File: src/rtl/q_proj_scheduler_if.sv
// Control/strobe bundle between the top-level control FSM, the Q-projection
// tile sequencer and the projection datapath strobes.
interface q_proj_scheduler_if #(
    parameter int N_ROWS  = 4,
    parameter int N_TILES = 2
);
    localparam int XW = (N_ROWS  > 1) ? $clog2(N_ROWS)  : 1;
    localparam int TW = (N_TILES > 1) ? $clog2(N_TILES) : 1;

    logic          start;
    logic          abort;
    logic          out_stall;
    logic          busy;
    logic          w_load_en;
    logic          acc_clr;
    logic          x_valid;
    logic [XW-1:0] x_row;
    logic [TW-1:0] tile_idx;
    logic          done;

    // Controller side: issues jobs and back-pressure, observes strobes.
    modport master (
        output start, abort, out_stall,
        input  busy, w_load_en, acc_clr, x_valid, x_row, tile_idx, done
    );

    // Sequencer side.
    modport slave (
        input  start, abort, out_stall,
        output busy, w_load_en, acc_clr, x_valid, x_row, tile_idx, done
    );
endinterface

File: src/rtl/q_proj_scheduler.sv
// Tile-level sequencer for the Q-projection engine. Per tile: timed weight-load
// window, back-pressured row streaming, fixed pipeline drain, then next tile.
module q_proj_scheduler #(
    parameter int N_ROWS       = 4,
    parameter int N_TILES      = 2,
    parameter int LOAD_CYCLES  = 7,
    parameter int DRAIN_CYCLES = 10
) (
    input  logic                clk,
    input  logic                rst,
    q_proj_scheduler_if.slave   bus
);
    localparam int XW   = (N_ROWS  > 1) ? $clog2(N_ROWS)  : 1;
    localparam int TW   = (N_TILES > 1) ? $clog2(N_TILES) : 1;
    localparam int CMAX = (LOAD_CYCLES > DRAIN_CYCLES) ? LOAD_CYCLES : DRAIN_CYCLES;
    localparam int CW   = (CMAX > 1) ? $clog2(CMAX) : 1;

    localparam logic [CW-1:0] LOAD_LAST  = CW'(LOAD_CYCLES - 1);
    localparam logic [CW-1:0] DRAIN_LAST = CW'(DRAIN_CYCLES - 1);
    localparam logic [XW-1:0] ROW_LAST   = XW'(N_ROWS - 1);
    localparam logic [TW-1:0] TILE_LAST  = TW'(N_TILES - 1);

    typedef enum logic [1:0] {
        S_IDLE,
        S_LOAD,
        S_STREAM,
        S_DRAIN
    } state_t;

    state_t        state_q;
    logic [CW-1:0] cnt_q;
    logic [XW-1:0] x_row_q;
    logic [TW-1:0] tile_q;
    logic          acc_clr_q;
    logic          done_q;

    logic          x_valid_d;

    // A row is issued whenever we stream and the datapath is not stalling.
    always_comb begin
        x_valid_d = (state_q == S_STREAM) && !bus.out_stall;
    end

    // Sequencer FSM: phase counter, row/tile indices and registered pulses.
    always_ff @(posedge clk or posedge rst) begin
        if (rst) begin
            state_q   <= S_IDLE;
            cnt_q     <= '0;
            x_row_q   <= '0;
            tile_q    <= '0;
            acc_clr_q <= 1'b0;
            done_q    <= 1'b0;
        end else begin
            acc_clr_q <= 1'b0;
            done_q    <= 1'b0;
            // Abort is checked ahead of the state decode so every busy state
            // shares the same clean return to IDLE without a done pulse.
            if (state_q != S_IDLE && bus.abort) begin
                state_q <= S_IDLE;
                cnt_q   <= '0;
                x_row_q <= '0;
                tile_q  <= '0;
            end else begin
                case (state_q)
                    S_IDLE: begin
                        if (bus.start && !bus.abort) begin
                            state_q   <= S_LOAD;
                            cnt_q     <= '0;
                            x_row_q   <= '0;
                            tile_q    <= '0;
                            acc_clr_q <= 1'b1;
                        end
                    end
                    S_LOAD: begin
                        if (cnt_q == LOAD_LAST) begin
                            state_q <= S_STREAM;
                            cnt_q   <= '0;
                        end else begin
                            cnt_q <= cnt_q + CW'(1);
                        end
                    end
                    S_STREAM: begin
                        if (x_valid_d) begin
                            if (x_row_q == ROW_LAST) begin
                                state_q <= S_DRAIN;
                                x_row_q <= '0;
                                cnt_q   <= '0;
                            end else begin
                                x_row_q <= x_row_q + XW'(1);
                            end
                        end
                    end
                    S_DRAIN: begin
                        if (cnt_q == DRAIN_LAST) begin
                            cnt_q <= '0;
                            if (tile_q != TILE_LAST) begin
                                state_q   <= S_LOAD;
                                tile_q    <= tile_q + TW'(1);
                                acc_clr_q <= 1'b1;
                            end else begin
                                state_q <= S_IDLE;
                                tile_q  <= '0;
                                done_q  <= 1'b1;
                            end
                        end else begin
                            cnt_q <= cnt_q + CW'(1);
                        end
                    end
                    default: begin
                        state_q <= S_IDLE;
                        cnt_q   <= '0;
                        x_row_q <= '0;
                        tile_q  <= '0;
                    end
                endcase
            end
        end
    end

    assign bus.busy      = (state_q != S_IDLE);
    assign bus.w_load_en = (state_q == S_LOAD);
    assign bus.acc_clr   = acc_clr_q;
    assign bus.x_valid   = x_valid_d;
    assign bus.x_row     = x_row_q;
    assign bus.tile_idx  = tile_q;
    assign bus.done      = done_q;

endmodule

File: src/flat_wrapper.sv
// flat-port wrapper written by rule: the top's interface ports become plain ports
module q_proj_scheduler_flat 
#(
    parameter int N_ROWS       = 4,
    parameter int N_TILES      = 2,
    parameter int LOAD_CYCLES  = 7,
    parameter int DRAIN_CYCLES = 10
)
  (clk, rst, bus_start, bus_abort, bus_out_stall, bus_busy, bus_w_load_en, bus_acc_clr, bus_x_valid, bus_x_row, bus_tile_idx, bus_done);
  q_proj_scheduler_if #(.N_ROWS(N_ROWS), .N_TILES(N_TILES)) bus_i ();
  input  logic clk;
  input  logic rst;
  input wire logic [$bits(bus_i.start)-1:0] bus_start;
  input wire logic [$bits(bus_i.abort)-1:0] bus_abort;
  input wire logic [$bits(bus_i.out_stall)-1:0] bus_out_stall;
  output wire logic [$bits(bus_i.busy)-1:0] bus_busy;
  output wire logic [$bits(bus_i.w_load_en)-1:0] bus_w_load_en;
  output wire logic [$bits(bus_i.acc_clr)-1:0] bus_acc_clr;
  output wire logic [$bits(bus_i.x_valid)-1:0] bus_x_valid;
  output wire logic [$bits(bus_i.x_row)-1:0] bus_x_row;
  output wire logic [$bits(bus_i.tile_idx)-1:0] bus_tile_idx;
  output wire logic [$bits(bus_i.done)-1:0] bus_done;
  assign bus_i.start = bus_start;
  assign bus_i.abort = bus_abort;
  assign bus_i.out_stall = bus_out_stall;
  assign bus_busy = bus_i.busy;
  assign bus_w_load_en = bus_i.w_load_en;
  assign bus_acc_clr = bus_i.acc_clr;
  assign bus_x_valid = bus_i.x_valid;
  assign bus_x_row = bus_i.x_row;
  assign bus_tile_idx = bus_i.tile_idx;
  assign bus_done = bus_i.done;
  q_proj_scheduler #(.N_ROWS(N_ROWS), .N_TILES(N_TILES), .LOAD_CYCLES(LOAD_CYCLES), .DRAIN_CYCLES(DRAIN_CYCLES)) u_core (.clk(clk), .rst(rst), .bus(bus_i));
endmodule
File: config.mk
export PLATFORM = sky130hd
export DESIGN_NAME = q_proj_scheduler_flat
export DESIGN_NICKNAME = d
export VERILOG_FILES = /design/src/rtl/q_proj_scheduler_if.sv /design/src/rtl/q_proj_scheduler.sv /design/src/flat_wrapper.sv
export SDC_FILE = /design/constraint.sdc
export NUM_CORES = 1
export LEC_CHECK = 0
export ABC_AREA = 1
export BUFFER_PORTS_ARGS = -buffer_cell sky130_fd_sc_hd__buf_2
export CAP_MARGIN = 20
export CELL_PAD_IN_SITES_DETAIL_PLACEMENT = 0
export CELL_PAD_IN_SITES_GLOBAL_PLACEMENT = 2
export CORE_ASPECT_RATIO = 0.9
export CORE_MARGIN = 2
export CORE_UTILIZATION = 30
export DETAILED_ROUTE_END_ITERATION = 8
export GPL_ROUTABILITY_DRIVEN = 0
export PLACE_DENSITY_LB_ADDON = 0.08
export SLEW_MARGIN = 30
export SYNTH_ARGS = -nofsm -noshare
export SYNTH_HDL_FRONTEND = slang
export SYNTH_SLANG_ARGS = --single-unit
File: constraint.sdc
create_clock -name clk -period 1.79 [get_ports clk]
set_input_delay 0.179 -clock clk [delete_from_list [all_inputs] [get_ports clk]]
set_output_delay 0.179 -clock clk [all_outputs]
set_load 0.005 [all_outputs]
Word level (Yosys, flattened, before mapping)
Index checks and enable logic that the tools add are counted.
- memories: 0
- output and inout bits: 8
- logic and storage cells: 67
- bits in read-only memories: 0
- register bits: 11
- input port bits: 5
- latch bits: 0
- memory bits (writable): 0
- equal/unequal tests: 11
- shift operators: 0
- div/mod/pow operators: 0
- $mul: 0
- bitwise operators: 0
- $add $sub $neg: 3
- order comparisons: 0
- multiplexer cells: 34
- reductions and logical operators: 13
- operators by type and width (cell ; number):
    $mux W4 ; 6
    $mux W2 ; 10
    $pmux W4 S4 ; 1
    $mux W1 ; 13
    $ne A3 B1 Y1 const B ; 3
    $reduce_and A3 Y1 ; 3
    $pmux W2 S4 ; 1
    $eq A2 B2 Y1 const B ; 3
    $ne A3 B3 Y1 const B ; 2
    $reduce_bool A3 Y1 ; 2
    $reduce_and A5 Y1 ; 1
    $add A4 B1 Y4 const B ; 1
    $eq A4 B3 Y1 const B ; 1
    $eq A4 B4 Y1 const B ; 1
    $pmux W1 S2 ; 2
    $pmux W2 S2 ; 1
    $logic_and A1 B1 Y1 ; 3
    $add A2 B1 Y2 const B ; 1
    $eq A2 B1 Y1 const B ; 1
    $logic_not A1 Y1 ; 2
    $logic_not A2 Y1 ; 1
    $reduce_bool A2 Y1 ; 1
    $add A1 B1 Y1 const B ; 1

Depth between registers and ports, before layout
- depth after elaboration: 5
- gate-level depth with buffers: 11
- mapped depth without buffers: 11

Worst setup path after synthesis
Ideal clock, no wire load.
- kind: flip-flop to flip-flop
- from: reg u_core.state_q[0]
- to: reg u_core.state_q[0]
- setup slack: 0.309 ns
- data arrival time: 1.365 ns
- buffers on the path: 0
- clock period less this slack: 1.481 ns
- stages on the path, launching flop included: 11
- library setup time: 0.116 ns
- data required time: 1.674 ns
- cells stage by stage: dfrtp_1 -> inv_1 -> ha_1 -> inv_1 -> nand2_4 -> clkinv_2 -> nor2_4 -> nor2_4 -> nand3_2 -> nand2_1 -> nand2_1
- cells in the longest elaborated chain, start to end: 4
- elaborated cells between the ends (all ways): 15
- classes of those cells: eq/ne (8); mux (2); reduce/logical (5)
- ends and longest elaborated chain (what ; line ; RTL):
    start: declaration ; q_proj_scheduler.sv:30 ; state_t state_q;
    start signal: assignment ; q_proj_scheduler.sv:47 ; state_q <= S_IDLE;
    start signal: assignment ; q_proj_scheduler.sv:59 ; state_q <= S_IDLE;
    start signal: assignment ; q_proj_scheduler.sv:67 ; state_q <= S_LOAD;
    $reduce_bool A2 Y1 * ; n/a ;
    net bus_busy ; flat_wrapper.sv:16 ; output wire logic [$bits(bus_i.busy)-1:0] bus_busy;
    $logic_and A1 B1 Y1 * ; q_proj_scheduler.sv:58 ; if (state_q != S_IDLE && bus.abort) begin
    $ne A3 B3 Y1 (no source line) or $ne A3 B1 Y1 (tied branches) ; n/a ;
    $reduce_and A5 Y1 (no source line) ; n/a ;
The timed path passes the listed nets; every way through them passes the cells marked *.
A chain may end at the register's enable or synchronous reset.

Worst setup path in the final report
- from: reg u_core.state_q[0]
- to: reg u_core.state_q[0]
- cells in the longest elaborated chain, start to end: 4
- elaborated cells between the ends (all ways): 15
- classes of those cells: eq/ne (8); mux (2); reduce/logical (5)
- ends and longest elaborated chain (what ; line):
    $eq A2 B2 Y1 or $reduce_bool A2 Y1 (tied branches) ; q_proj_scheduler.sv:41, q_proj_scheduler.sv:64, q_proj_scheduler.sv:58
    $logic_and A1 B1 Y1, on equally long branches ; q_proj_scheduler.sv:41, q_proj_scheduler.sv:58
    $ne A3 B3 Y1 (no source line) or $ne A3 B1 Y1 (tied branches) ; n/a
    $reduce_and A5 Y1 (no source line) ; n/a
Parallel ways exist; a longest one is shown, timed or not.

==> results.sh <==
export IMPL_std_cell_rows=18
export IMPL_rr_startpoint="u_core.state_q[0]"
export IMPL_rsz0062_at_grt="no"
export IMPL_min_delay_path_depth=4
export IMPL_status="finished clean"
export IMPL_min_from="bus_abort"
export IMPL_total_switching_power_uw=743
export IMPL_chipHeight_um=54.4
export IMPL_io_buffers=12
export IMPL_setup_violations_final=0
export IMPL_power_density_nw_per_um2=1490
export IMPL_ir_drop_mv=0.650
export IMPL_route_detailed_wl_per_inst_um=10.6
export IMPL_seq_area_frac_synth_pct=32.5
export IMPL_finalHoldViolations=0
export IMPL_syn_nets=135
export IMPL_antennaDiodeCount=0
export IMPL_syn_area_per_cell_um2=6.82
export IMPL_drt_pre_antenna_iters=4
export IMPL_synth_top_cells_by_area="dfrtp_1 33%, nand2_1 18%, ha_1 8.9%"
export IMPL_power_share_sequential_pct=26.2
export IMPL_worstSkewPairLatency_ps=270
export IMPL_power_mw=1.48
export IMPL_netlist_area_pre_place_um2=846
export IMPL_core_area_um2=2730
export IMPL_switching_share_pct=50.3
export IMPL_initialDrtViolationCount=24
export IMPL_path_type_of_the_worst_setup_path="register to register"
export IMPL_post_cts_repair_setup_buffers=0
export IMPL_clock_power_share_pct=11.6
export IMPL_hp_class="input pin to register"
export IMPL_cts_root_buf="clkbuf_4"
export IMPL_ys_seq_elements=11
export IMPL_postRouteWirelength_um=1910
export IMPL_remaining_drc_errors=0
export IMPL_transition_time_at_the_pin_with_the_least_slew_margin_ps=450
export IMPL_timing_critical_path_from_type="register"
export IMPL_final_nets=152
export IMPL_synthDominantAreaCellType="dfrtp_1"
export IMPL_synth_cell_types=21
export IMPL_share_of_the_synthesized_area_in_the_top_cell_type_pct=32.5
export IMPL_drv_cap=0
export IMPL_dieArea_um2=3260
export IMPL_pin_count_of_the_biggest_net_entering_global_routing=12
export IMPL_ff2ff_setup_slack_ps=180
export IMPL_cp_slowest_stage_delay_ps=410
export IMPL_die_width_um=60.0
export IMPL_number_of_global_route_vias_before_repair=702
export IMPL_critical_path_cell_chain="inv_1 > ha_1 > inv_1 > nand2_4 > nand2_4 > nand2_2 > nor2_4 > nand3_2 > nand2_1 > nand2_1"
export IMPL_dpl_hpwl_um=1550
export IMPL_grt_pass1_wl_um=3250
export IMPL_antenna_found_initial=0
export IMPL_tritoncts="yes"
export IMPL_timing_clock_skew_ps=2.37
export IMPL_track_usage_pct=13.8
export IMPL_final_period_utilization_pct=89.9
export IMPL_ratio_of_cells_with_drive_above_1_in_the_final_layout_pct=22.1
export IMPL_period_needed_ps=1610
export IMPL_clock_sinks=11
export IMPL_fmax_ghz=0.622
export IMPL_reg2regPathDepth=10
export IMPL_crit_reg2reg_capture="u_core.state_q[0]"
export IMPL_slew_violations=0
export IMPL_maximum_buffer_depth_of_the_clock_tree=2
export IMPL_yosys_warning_total=0
export IMPL_ant_nets=0
export IMPL_relSlewSlack_pct=69.9
export IMPL_combPwrFrac_pct=62.2
export IMPL_netlist_instances=124
export IMPL_cts_clk_slew_worst_paths_ps=70
export IMPL_worstSetupEndpointType="register"
export IMPL_holdPathEnd="u_core.bus.tile_idx"
export IMPL_path_max_fanout=7
export IMPL_syn_to_final_growth_pct=17.0
export IMPL_routed_via_count=771
export IMPL_numCtsBuffers=3
export IMPL_cell_internal_pwr_uw=734
export IMPL_post_drt_via_cell_ratio=4.28
export IMPL_critical_path_slowest_cell="dfrtp_1"
export IMPL_timing_setup_tns_ps=0
export IMPL_critical_path_required_ps=1950
export IMPL_leakage_nw=0.573
export IMPL_pin_count=13
export IMPL_initial_core_util_pct=31.0
export IMPL_total_congestion_overflow_after_global_routing=0
export IMPL_cts_htree_levels=1
export IMPL_worst_endpoint_arrival_ps=1770
==> how the worst max path moves through the flow <==
stage                      startpoint           endpoint  depth (start not counted)
floorplan           u_core.state_q[0]  u_core.state_q[0]                         10
global placement    u_core.state_q[0]  u_core.state_q[0]                         10
detailed placement  u_core.state_q[0]  u_core.state_q[0]                         10
CTS                 u_core.state_q[0]  u_core.state_q[0]                         10
global route        u_core.state_q[0]  u_core.state_q[1]                         10
finish              u_core.state_q[0]  u_core.state_q[0]                         10
==> cell usage after synthesis (all sizes together) <==
cell	count
o21ai	7
inv	19
nand3	11
nand3b	1
clkinv	1
clkbuf	1
o22ai	1
nor2	14
nand2	47
nor4	1
a21oi	3
nand4	1
ha	6
dfrtp	11
==> cell usage in the layout (no fill, tap or decap), drive strengths merged <==
cell type    count
nand4            1
ha               6
nor4             1
nand3b           1
buf             12
dfrtp           11
dlygate4sd3      1
nand3           11
o21ai            7
o22ai            1
nand2           47
inv             19
a21oi            3
clkbuf           4
clkinv           1
nor2            14
==> cell families (layout without fill, tap and decap cells) <==
group,count (synthesis),count (layout),synth area share [%]
flip-flops,11,11,32.5
AO/OA/AOI/OAI,11,11,7.10
AND/OR/NAND/NOR,75,75,41.9
adder cells (fa/ha/maj),6,6,8.88
buffers and inverters,21,37,9.61
==> sequential cells by signal, summed over array words and instances (netlist names) <==
register / count
u_core.cnt_q: 4
u_core.bus.x_row: 2
u_core.state_q: 2
u_core.bus.acc_clr: 1
u_core.bus.done: 1
u_core.bus.tile_idx: 1
==> power groups by stage <==
stage          Sequential [mW]  Clock (mW)  Combinational, mW
2_1_floorplan            0.381           0              0.699
3_3_place_gp             0.391           0              0.939
6_report                 0.387       0.171              0.918
5_1_grt                  0.400       0.196               1.08
4_1_cts                  0.386       0.186              0.923
3_5_place_dp             0.391           0              0.918
==> metal layers <==
layer | global-route usage, % | routed length [um] | vias to the layer above
li1 | - | - | 417
met1 | 19.1 | 1040 | 340
met2 | 20.3 | 785 | 12
met3 | 4.26 | 67 | 2
met4 | 4.44 | 19 | 0
met5 | 0 | 0 | -
==> layout make-up <==
type	instances	area (um^2)
clock buffer	4	26.3
fill	308	1740
inverter	20	76.3
multi-input combinational	92	492
sequential	11	275
tap	40	50.0
timing repair buffer	13	70.1
==> per-stage QoR <==
step	utilization (%)	setup slack (ps)	std cells	area, um^2	hold slack, ps
5_1_grt	36.3	17.5	180	990	355
3_5_place_dp	34.9	155	175	951	217
2_1_floorplan	-	309	124	846	31.4
4_1_cts	36.2	144	180	987	313
3_3_place_gp	34.9	147	175	951	214
6_report	36.3	181	180	990	321
==> critical path, delay by kind of cell, from the launching register on <==
family        cells  cell delay (ps)
flops             1              410
simple gates      7              660
fa+ha+maj         1              220
buf+inv           2              210
==> repair_timing <==
item | 4_1_cts | 5_1_grt
endpoints found under the setup margin | 0 | 6
hold buffers | 1 | 0
endpoints found under the hold margin | 11 | 0
resized for setup | 0 | 2
Power figures use the tool's default switching activity.
